**config.mk**
```make
export PLATFORM = sky130hd
export DESIGN_NAME = wb_burst_master
export DESIGN_NICKNAME = d
export VERILOG_FILES = /design/src/rtl/wb_burst_master_pkg.sv /design/src/rtl/wb_burst_master.sv
export SDC_FILE = /design/constraint.sdc
export NUM_CORES = 1
export LEC_CHECK = 0
export CAP_MARGIN = 20
export CORE_MARGIN = 2
export CORE_UTILIZATION = 40
export CTS_CLUSTER_SIZE = 8
export DETAILED_ROUTE_END_ITERATION = 16
export DONT_BUFFER_PORTS = 1
export SETUP_SLACK_MARGIN = 0.1
export SYNTH_ARGS = -nofsm -noshare
export SYNTH_HDL_FRONTEND = slang
export SYNTH_SLANG_ARGS = --single-unit
```
**constraint.sdc**
```tcl
create_clock -name i_clk -period 3.7 [get_ports i_clk]
set_input_delay 0.74 -clock i_clk [delete_from_list [all_inputs] [get_ports i_clk]]
set_output_delay 0.74 -clock i_clk [all_outputs]
set_load 0.01 [all_outputs]
```
**src/rtl/wb_burst_master_pkg.sv**
```systemverilog
// wb_burst_master_pkg: shared state encoding for the Wishbone burst master
package wb_burst_master_pkg;
  typedef enum logic {
    IDLE = 1'b0,
    BUS  = 1'b1
  } state_t;
endpackage

```
**src/rtl/wb_burst_master.sv**
```systemverilog
// wb_burst_master: pipelined Wishbone master running one burst read or fill write per command
module wb_burst_master
  import wb_burst_master_pkg::*;
#(
  parameter int AW    = 30,
  parameter int DW    = 32,
  parameter int LGLEN = 8
) (
  input  logic             i_clk,
  input  logic             i_reset,
  input  logic             i_cmd_stb,
  input  logic             i_cmd_we,
  input  logic [AW-1:0]    i_cmd_addr,
  input  logic [LGLEN-1:0] i_cmd_len,
  input  logic [DW-1:0]    i_cmd_data,
  output logic             o_busy,
  output logic             o_done,
  output logic             o_err,
  output logic             o_rd_stb,
  output logic [DW-1:0]    o_rd_data,
  output logic             o_wb_cyc,
  output logic             o_wb_stb,
  output logic             o_wb_we,
  output logic [AW-1:0]    o_wb_addr,
  output logic [DW-1:0]    o_wb_data,
  output logic [DW/8-1:0]  o_wb_sel,
  input  logic             i_wb_ack,
  input  logic             i_wb_stall,
  input  logic             i_wb_err,
  input  logic [DW-1:0]    i_wb_data
);
  state_t           r_state;
  logic [LGLEN-1:0] r_nreq_left;
  logic [LGLEN-1:0] r_nack_left;
  assign o_wb_sel = '1;
  // Command acceptance, request issue, ack accounting and completion
  always_ff @(posedge i_clk) begin
    if (i_reset) begin
      r_state     <= IDLE;
      r_nreq_left <= '0;
      r_nack_left <= '0;
      o_busy      <= 1'b0;
      o_done      <= 1'b0;
      o_err       <= 1'b0;
      o_rd_stb    <= 1'b0;
      o_rd_data   <= '0;
      o_wb_cyc    <= 1'b0;
      o_wb_stb    <= 1'b0;
      o_wb_we     <= 1'b0;
      o_wb_addr   <= '0;
      o_wb_data   <= '0;
    end else begin
      o_done   <= 1'b0;
      o_err    <= 1'b0;
      o_rd_stb <= 1'b0;
      if (r_state == IDLE) begin
        if (i_cmd_stb && i_cmd_len != '0) begin
          r_state     <= BUS;
          o_busy      <= 1'b1;
          o_wb_cyc    <= 1'b1;
          o_wb_stb    <= 1'b1;
          o_wb_we     <= i_cmd_we;
          o_wb_addr   <= i_cmd_addr;
          o_wb_data   <= i_cmd_data;
          r_nreq_left <= i_cmd_len;
          r_nack_left <= i_cmd_len;
        end else if (i_cmd_stb) begin
          o_done <= 1'b1;
        end
      end else if (i_wb_err) begin
        r_state  <= IDLE;
        o_busy   <= 1'b0;
        o_wb_cyc <= 1'b0;
        o_wb_stb <= 1'b0;
        o_done   <= 1'b1;
        o_err    <= 1'b1;
      end else begin
        if (o_wb_stb && !i_wb_stall) begin
          o_wb_addr   <= o_wb_addr + 1'b1;
          r_nreq_left <= r_nreq_left - 1'b1;
          if (r_nreq_left == 1) o_wb_stb <= 1'b0;
        end
        if (i_wb_ack) begin
          r_nack_left <= r_nack_left - 1'b1;
          o_rd_stb    <= !o_wb_we;
          if (!o_wb_we) o_rd_data <= i_wb_data;
          if (r_nack_left == 1) begin
            r_state  <= IDLE;
            o_busy   <= 1'b0;
            o_wb_cyc <= 1'b0;
            o_wb_stb <= 1'b0;
            o_done   <= 1'b1;
          end
        end
      end
    end
  end
`ifdef FORMAL
  logic [LGLEN:0] f_nreqs;
  logic [LGLEN:0] f_nacks;
  logic [LGLEN:0] f_outstanding;
  formal_master #(
    .AW(AW), .DW(DW), .F_LGDEPTH(LGLEN + 1),
    .F_OPT_RMW_BUS_OPTION(0), .F_OPT_DISCONTINUOUS(0)
  ) u_fwb (
    .i_clk(i_clk), .i_reset(i_reset),
    .i_wb_cyc(o_wb_cyc), .i_wb_stb(o_wb_stb), .i_wb_we(o_wb_we),
    .i_wb_addr(o_wb_addr), .i_wb_data(o_wb_data), .i_wb_sel(o_wb_sel),
    .i_wb_ack(i_wb_ack), .i_wb_stall(i_wb_stall), .i_wb_idata(i_wb_data),
    .i_wb_err(i_wb_err),
    .f_nreqs(f_nreqs), .f_nacks(f_nacks), .f_outstanding(f_outstanding)
  );
  // Counter invariants that let induction close
  always_comb begin
    if (!i_reset && o_wb_cyc) begin
      assert (r_nreq_left <= r_nack_left);
      assert (f_outstanding == {1'b0, r_nack_left - r_nreq_left});
    end
  end
`endif
endmodule

```
==> results.json <==
{
  "total_number_of_clock_tree_sinks": 117,
  "timing.max_cap.violations": 0,
  "vias_per_cell": 5.89,
  "setup-violations-final": 0,
  "synth_edf_count": 0,
  "placed_area_um2": 5460,
  "worst-endpoint-required_ns": 3.99,
  "drtIter0Drc": 412,
  "synth.yosys.seq_area_share": 0.430,
  "grt-busiest-layer": "met2",
  "cts_tree": "yes",
  "start_util": 0.411,
  "grtUsageMet2": 0.341,
  "ys.warnings.count": 0,
  "root_buffer": "sky130_fd_sc_hd__clkbuf_16",
  "die_w_um": 121,
  "crit_fanout": 37,
  "synthDominantAreaCellType": "sky130_fd_sc_hd__dfxtp_1",
  "gr-usage-met1": 0.252,
  "grt_util_met3": 0.0731,
  "regToRegStartpoint": "r_state$_SDFF_PP0_",
  "post_route_cells_drive_above_1_share": 0.0728,
  "hold_path_startpoint": "i_reset",
  "die_height_um": 121,
  "worst-setup-path-type": "in2reg",
  "post-route-period-util": 0.648,
  "tritoncts.num_buffers": 17,
  "final_max_slew_viol_count": 0,
  "max-vdd-ir-drop_mv": 0.280,
  "leakagePower_nw": 2.06,
  "finalWeightedCongestion": 0.843,
  "detailroute.via_count": 5162,
  "netlist_top_cells_count": "sky130_fd_sc_hd__nand2_1, sky130_fd_sc_hd__dfxtp_1, sky130_fd_sc_hd__a21oi_1, sky130_fd_sc_hd__o21ai_0, sky130_fd_sc_hd__clkbuf_1",
  "worstSkewPairLatency_ns": 0.42,
  "ctsHoldBuffers": 0,
  "synth.most_common_cell": "sky130_fd_sc_hd__nand2_1",
  "finalCoreUtilization": 0.454,
  "worstMarginPinSlew_ns": 0.955,
  "timing.final.crit_period_ns": 2.40,
  "cts_max_path_buffers": 2,
  "setup.worst_path.start_class": "primary input",
  "tns_ns": 0,
  "detail_route.drc_violations": 0,
  "power.density_nw_per_um2": 551,
  "critical_path.startpoint": "i_cmd_len[2]",
  "syn_avg_cell_area_um2": 7.56,
  "boundaryPins": 214,
  "num_rows": 42,
  "syn2layout_area_growth_pct": 10.5,
  "post_synthesis_cell_area_um2": 5440,
  "core_area_um2": 13200,
  "h-tree-depth": 4,
  "timing.hold.ws_ns": 0.398,
  "finalHoldViolCount": 0,
  "synth_area_leaders": "sky130_fd_sc_hd__dfxtp_1, sky130_fd_sc_hd__nand2_1, sky130_fd_sc_hd__a21oi_1, sky130_fd_sc_hd__o21ai_0, sky130_fd_sc_hd__clkbuf_1",
  "path_clk_slew_ns": 0.06,
  "cts.repair.resized": 0,
  "diodes": 0,
  "unrepaired_setup_endpoints_after_global_routing": "no",
  "synth.lib_cells_used.distinct": 59,
  "hold_path_class": "in2reg",
  "dr_wl_cell_um": 17.9,
  "grt_start_max_net_pins": 118,
  "drt_pass1_iterations": 5,
  "antenna_found_initial": 0,
  "floorplan.die_area_um2": 14600,
  "fmax_mhz": 417,
  "synth.ff_latch_count": 117,
  "route.final.wire_length_um": 15700,
  "buffer_ports.inserted": 0,
  "fin_worst_skew_ns": 0.00689,
  "dp_hpwl_um": 10700,
  "outcome": "complete, no violations",
  "slew_headroom": 0.363,
  "worst_ep_arrival_time_ns": 2.69,
  "post-cts-setup-buffer-count": 0,
  "ant_nets": 0,
  "postSynth.asyncResetShare": 0,
  "layout.cell_area.non_filler_um2": 6020,
  "grt_pass1_wl_um": 24300,
  "syn-instance-count": 720,
  "leftover_overflow_at_the_end_of_global_routing": 0,
  "global_route.usage.total": 0.210,
  "finalNetCount": 802,
  "worstSetupEndpointType": "register",
  "synth_flop_cell": "sky130_fd_sc_hd__dfxtp_1",
  "vias_in_the_first_global_route": 4769,
  "synth.top_cell.area_share": 0.430
}
power by group:
part | switching, mW | total [mW] | leakage [nW] | internal [mW]
sequential | 0.123 | 1.46 | 0.958 | 1.34
clock | 0.617 | 1.55 | 0.265 | 0.931
combinational | 0.186 | 0.306 | 0.841 | 0.120
total | 0.926 | 3.32 | 2.06 | 2.39
routing by layer:
layer / part of all wire / routed length, um
met1: 0.41 / 6450
met2: 0.48 / 7560
met3: 0.091 / 1430
met4: 0.016 / 251
met5: 0 / 0
through the flow:
stage	instances	total power, mW	setup WS [ns]
after detailed placement	845	1.79	0.886
after floorplan	723	1.73	1.54
after CTS	877	3.35	1.33
final	877	3.32	1.30
after global routing	877	3.47	1.18
after global placement	845	1.78	0.916
kinds of logic (layout without fill, tap and decap cells):
family          after synthesis  in the layout  synth area share
compound gates              214            214             0.229
fa+ha+maj                     5              5            0.0115
buf+inv                      68             46            0.0572
flops                       117            117             0.430
mux                           2              2           0.00368
other cells                   1              4          0.000689
simple gates                313            313             0.268
path summary, 6_finish.rpt:
kind / depth (start not counted) / slack (ns) / endpoint
setup reg to reg: 6 / 1.33 / o_wb_addr[4]$_SDFFE_PP0P_
hold / removal: 1 / 0.40 / o_rd_data[2]$_SDFFE_PP0P_
setup / recovery: 5 / 1.30 / o_wb_addr[21]$_SDFFE_PP0P_
hold reg to reg: 2 / 0.47 / r_nreq_left[1]$_SDFFE_PP0P_
cell type report:
cell class,instances,area [um^2]
Clock buffer,19,433
Sequential cell,117,2340
Tap cell,176,220
Timing Repair Buffer,7,52.6
Inverter,7,26.3
Clock inverter,13,124
Multi-Input combinational cell,538,2820
Fill cell,1320,7230
state kept, by name, indices dropped and copies added (netlist names), 8 cells and up:
name and count:
o_rd_data 32, o_wb_data 32, o_wb_addr 30, r_nack_left 8, r_nreq_left 8
cells in the final DEF (no fill, tap or decap), types with 4 or more instances in the layout:
cell / instances
sky130_fd_sc_hd__nor4_1: 12
sky130_fd_sc_hd__a211oi_1: 13
sky130_fd_sc_hd__nor2b_1: 10
sky130_fd_sc_hd__dfxtp_1: 116
sky130_fd_sc_hd__buf_4: 7
sky130_fd_sc_hd__conb_1: 4
sky130_fd_sc_hd__and4_1: 6
sky130_fd_sc_hd__a31oi_1: 10
sky130_fd_sc_hd__o22ai_1: 9
sky130_fd_sc_hd__o21ai_1: 4
sky130_fd_sc_hd__o21ai_0: 35
sky130_fd_sc_hd__clkbuf_16: 17
sky130_fd_sc_hd__inv_6: 5
sky130_fd_sc_hd__nand3_1: 18
sky130_fd_sc_hd__nor3_1: 22
sky130_fd_sc_hd__inv_1: 6
sky130_fd_sc_hd__nand2_1: 180
sky130_fd_sc_hd__a21oi_1: 114
sky130_fd_sc_hd__nand4_1: 5
sky130_fd_sc_hd__nor2_1: 27
sky130_fd_sc_hd__and3_1: 7
sky130_fd_sc_hd__ha_1: 5
worst max-delay path, cell delays in order:
cell                       delay, ns
sky130_fd_sc_hd__or4_4          0.54
sky130_fd_sc_hd__o21ai_4        0.59
sky130_fd_sc_hd__nand2_4        0.42
sky130_fd_sc_hd__nand2b_1       0.26
sky130_fd_sc_hd__o22ai_1        0.11
(Power assumes the default switching activity.)
